$ cat config.mk
export PLATFORM = sky130hd
export DESIGN_NAME = ser2par
export DESIGN_NICKNAME = d
export VERILOG_FILES = /design/src/rtl/ser2par.sv
export SDC_FILE = /design/constraint.sdc
export NUM_CORES = 1
export LEC_CHECK = 0
export ABC_AREA = 1
export CELL_PAD_IN_SITES_DETAIL_PLACEMENT = 0
export CELL_PAD_IN_SITES_GLOBAL_PLACEMENT = 1
export CORE_UTILIZATION = 25
export DETAILED_ROUTE_END_ITERATION = 12
export GPL_ROUTABILITY_DRIVEN = 0
export GPL_TIMING_DRIVEN = 0
export PLACE_DENSITY = 0.63
export RECOVER_POWER = 50
export SYNTH_ARGS = -nofsm -noshare
export SYNTH_HDL_FRONTEND = slang
export SYNTH_SLANG_ARGS = --single-unit
$ cat constraint.sdc
create_clock -name clk -period 1.2 [get_ports clk]
set_clock_uncertainty 0.05 [all_clocks]
set_input_delay 0.24 -clock clk [delete_from_list [all_inputs] [get_ports clk]]
set_output_delay 0.24 -clock clk [all_outputs]
set_load 0.03 [all_outputs]
$ cat src/rtl/ser2par.sv
// Serial-to-parallel deserializer: collects data_serial bits into WIDTH-bit words
// and presents each completed word through a one-deep ready/valid holding register.
module ser2par #(
   parameter int WIDTH     = 4,
   parameter bit MSB_FIRST = 1'b1,
   localparam int CW       = $clog2(WIDTH + 1)
) (
   input  logic             clk,
   input  logic             reset_n,
   input  logic             data_serial,
   input  logic             data_valid,
   input  logic             flush,
   input  logic             clr_overrun,
   input  logic             par_ready,
   output logic [WIDTH-1:0] data_parallel,
   output logic             par_valid,
   output logic             overrun,
   output logic [CW-1:0]    bit_count
);

   typedef enum logic {
      EMPTY = 1'b0,
      FULL  = 1'b1
   } out_state_t;

   out_state_t       state;
   logic [WIDTH-1:0] sr;
   logic [WIDTH-1:0] sr_next;
   logic             take_bit;
   logic             complete;

   // Handshake: a word transfers on a rising edge where par_valid=1 and par_ready=1;
   // data_parallel is stable while par_valid=1 and par_ready has no effect while EMPTY.
   assign par_valid = (state == FULL);

   assign take_bit = data_valid && !flush;
   assign complete = take_bit && (bit_count == CW'(WIDTH - 1));

   always_comb begin
      sr_next = sr;
      if (MSB_FIRST) sr_next = {sr[WIDTH-2:0], data_serial};
      else           sr_next = {data_serial, sr[WIDTH-1:1]};
   end

   always_ff @(posedge clk) begin
      if (!reset_n) begin
         sr            <= '0;
         bit_count     <= '0;
         data_parallel <= '0;
         overrun       <= 1'b0;
         state         <= EMPTY;
      end else begin
         if (flush) begin
            sr        <= '0;
            bit_count <= '0;
         end else if (data_valid) begin
            sr        <= sr_next;
            bit_count <= complete ? '0 : bit_count + CW'(1);
         end

         // Clear first so a same-cycle drop below takes precedence.
         if (clr_overrun) overrun <= 1'b0;

         case (state)
            EMPTY: begin
               if (complete) begin
                  data_parallel <= sr_next;
                  state         <= FULL;
               end
            end
            FULL: begin
               if (complete) begin
                  if (par_ready) data_parallel <= sr_next;
                  else           overrun       <= 1'b1;
               end else if (par_ready) begin
                  state <= EMPTY;
               end
            end
            default: state <= EMPTY;
         endcase
      end
   end

endmodule

==> metrics.txt <==
status=finished, final reports clean; Comb pwr share=0.076; initial core utilization=0.2765; placed cell area=slightly below 700 µm²; worst slew pin tran=between 0.2 and 0.25 ns; post-synthesis sequential area ratio=0.4873; Layout Nets=between 90 and 100; Placeable Area=around 1800 µm²; # IOs=16; Final Hold Viols=0; Setup Fix Bufs, Post-CTS=0; TritonCTS Buffers=3; switching share of power=0.2292; final instance area=approximately 660 µm²; die span in x=roughly 46 µm; die area=about 2200 µm²; P_leak=approximately 0.32 nW; crit-path cells=buf_4; Buf/Inv on CP=1; CTS tree=built; Via Count=~450; Setup crit start kind=flop; Filler Cells Inserted=between 200 and 250; Avg Synthesized Cell Area=between 7 and 8 µm²; FF-to-FF path depth=6; Clk Latency, worst-skew pair=approximately 0.27 ns; Arr. time, crit path=roughly 0.87 ns; WHS Endpoint=bit_count[0]; clock share of power=0.349; max-slew violations=0; area occupied by multi-input gates=between 200 and 250 µm²; # clock sinks=12; drt total wl=977 µm; Seq pwr share=0.575; first-pass GRT wire length=1531 µm; Worst IR Drop VDD=between 300 and 400 µV; worst-path cell with the longest stage delay=dfxtp_1; Crit path required time=slightly above 0.9 ns; Syn-to-layout area delta=32.99%; clk slew on worst S/H paths=about 0.070 ns; 1st-iter DRT viols=3; RR Startpoint=bit_count[0]; pin count of the biggest net entering global routing=9; grt ovf=0; fmax=approximately 860 MHz; share of layout cells above drive strength 1=0.2118; row count=15; Routed wire per std cell=8.882 µm; die height=46.41 µm; vias in the first global route=between 300 and 400; H-tree levels=1; slowest stage delay, CP=~0.4 ns; drt via density=4.064; commonest cells after routing, fill and taps aside=nand2_1, inv_1, nor2_1, dfxtp_1, a21oi_1; final worst-path cycle share=0.9635; CP Capture Type=output port; Post-Syn Area=about 490 µm²; Reg2Reg Setup Slack=approximately 0.12 ns; # DRC=0; hold bufs inserted after CTS=0; Mapped Nets=75; R2R Path End=bit_count[1]; most common cell after layout, fill and taps aside=nand2_1; Antenna diodes=0; worst setup path class=reg -> out; Total GRT Usage=0.1109; Unique masters post-synth=13; Pint=about 0.00054 W; Final HPWL DP=747.2 µm; crit-path leading delay family=flip-flops; Hold Path Stages=3; Power, Total=~0.0007 W; relative slew slack=0.8392; root buf cell=clkbuf_4; Synthesis Warnings=0; PD cells=around 1100 nW/µm²; I/O Buffers=15; post-synthesis cell count=67; synthesized flop and latch total=12; Worst Hold Class=in -> reg; storage element area=roughly 240 µm²; Max Buffers Root-to-Sink=2; Final setup viols=0; min Tclk post-route=~1.2 ns; first-pass iteration count of the detailed router=3; Sw Pwr=roughly 0.00016 W; Crit Path Max Fanout=3; unrepaired setup endpoints after global routing=false; initial antenna violation count=0; post-route ant nets=0; Max-cap violations=0; beginning of the worst hold path=data_valid
## synth_stat cells
cell      n  area share
nor2_4    1       0.023
o21ai_0   1       0.010
a21oi_1   7       0.071
nor2_1   10       0.076
inv_1    10       0.076
nand3_4   1       0.036
ha_1      1       0.025
nand4_1   1       0.013
nand2_1  20        0.15
dfxtp_1  12        0.49
inv_2     1      0.0076
nand2_2   1       0.013
nand3_1   1       0.010
## cells by family after synthesis
group | synth area share
AOI/OAI and AO/OA | 0.08120
adders and majority gates | 0.02538
buffers and inverters | 0.08376
DFF | 0.4873
and+or+nand+nor | 0.3224
## flip-flops by register name, indices dropped and copies added, names as in the netlist
name           flops
overrun            1
par_valid          1
bit_count          3
data_parallel      4
sr                 3
## worst max-delay path by stage
stage	end	from	slack, ns	cells after the start
finish	bit_count[2]	bit_count[2]	0.04	1
global route	data_parallel[3]	bit_count[0]	0.002	7
CTS	data_parallel[3]	data_parallel[3]	0.0009	1
detailed placement	data_parallel[2]	data_valid	-0.29	6
global placement	data_parallel[3]	data_valid	-0.30	6
floorplan	data_parallel[0]	bit_count[1]	0.09	6
## worst min-delay path, stage by stage
cell and delay (ns):
dlygate4sd2_1 0.31, nand2_1 0.09, a21oi_1 0.05
## repair_timing
item / in CTS / in global routing
endpoints found under the hold margin: 0 / 0
cloned: 0 / 0
endpoints found under the setup margin: 10 / 3
resized for setup: 42 / 5
## power groups by stage
stage                     logic [W]  registers (W)  clock network [W]
after detailed placement  0.0000577       0.000414                  0
after global placement    0.0000581       0.000414                  0
after CTS                 0.0000547       0.000405           0.000257
after floorplan           0.0000184       0.000419                  0
after global routing      0.0000600       0.000405           0.000278
final                     0.0000538       0.000405           0.000246
## layout make-up
| type | instances | share of cell area |
|---|---|---|
| Inverter | 11 | 0.06298 |
| Sequential cell | 12 | 0.3702 |
| Tap cell | 25 | 0.04771 |
| Clock buffer | 3 | 0.03435 |
| Multi-Input combinational cell | 44 | 0.3225 |
| Timing Repair Buffer | 15 | 0.1622 |
## through the flow
stage               setup slack, ns  hold WS, ns  TNS (ns)  instances  utilization
floorplan                   0.08919       0.3104         0         67            -
global placement            -0.3003       0.4033    -3.579        107       0.3796
detailed placement          -0.2895       0.4079    -3.549        107       0.3796
CTS                       0.0009169       0.4083         0        110       0.3775
global route               0.001681       0.4217         0        110       0.3677
finish                      0.04380       0.4094         0        110       0.3677
## layer usage
metal  up-vias  part of all wire  track usage
met1       190              0.44       0.1132
li1        240                 -            -
met2        12              0.46       0.1667
met4         0             0.035      0.08824
met5         -                 0            0
met3         5             0.063      0.05882
(Power assumes the default switching activity.)
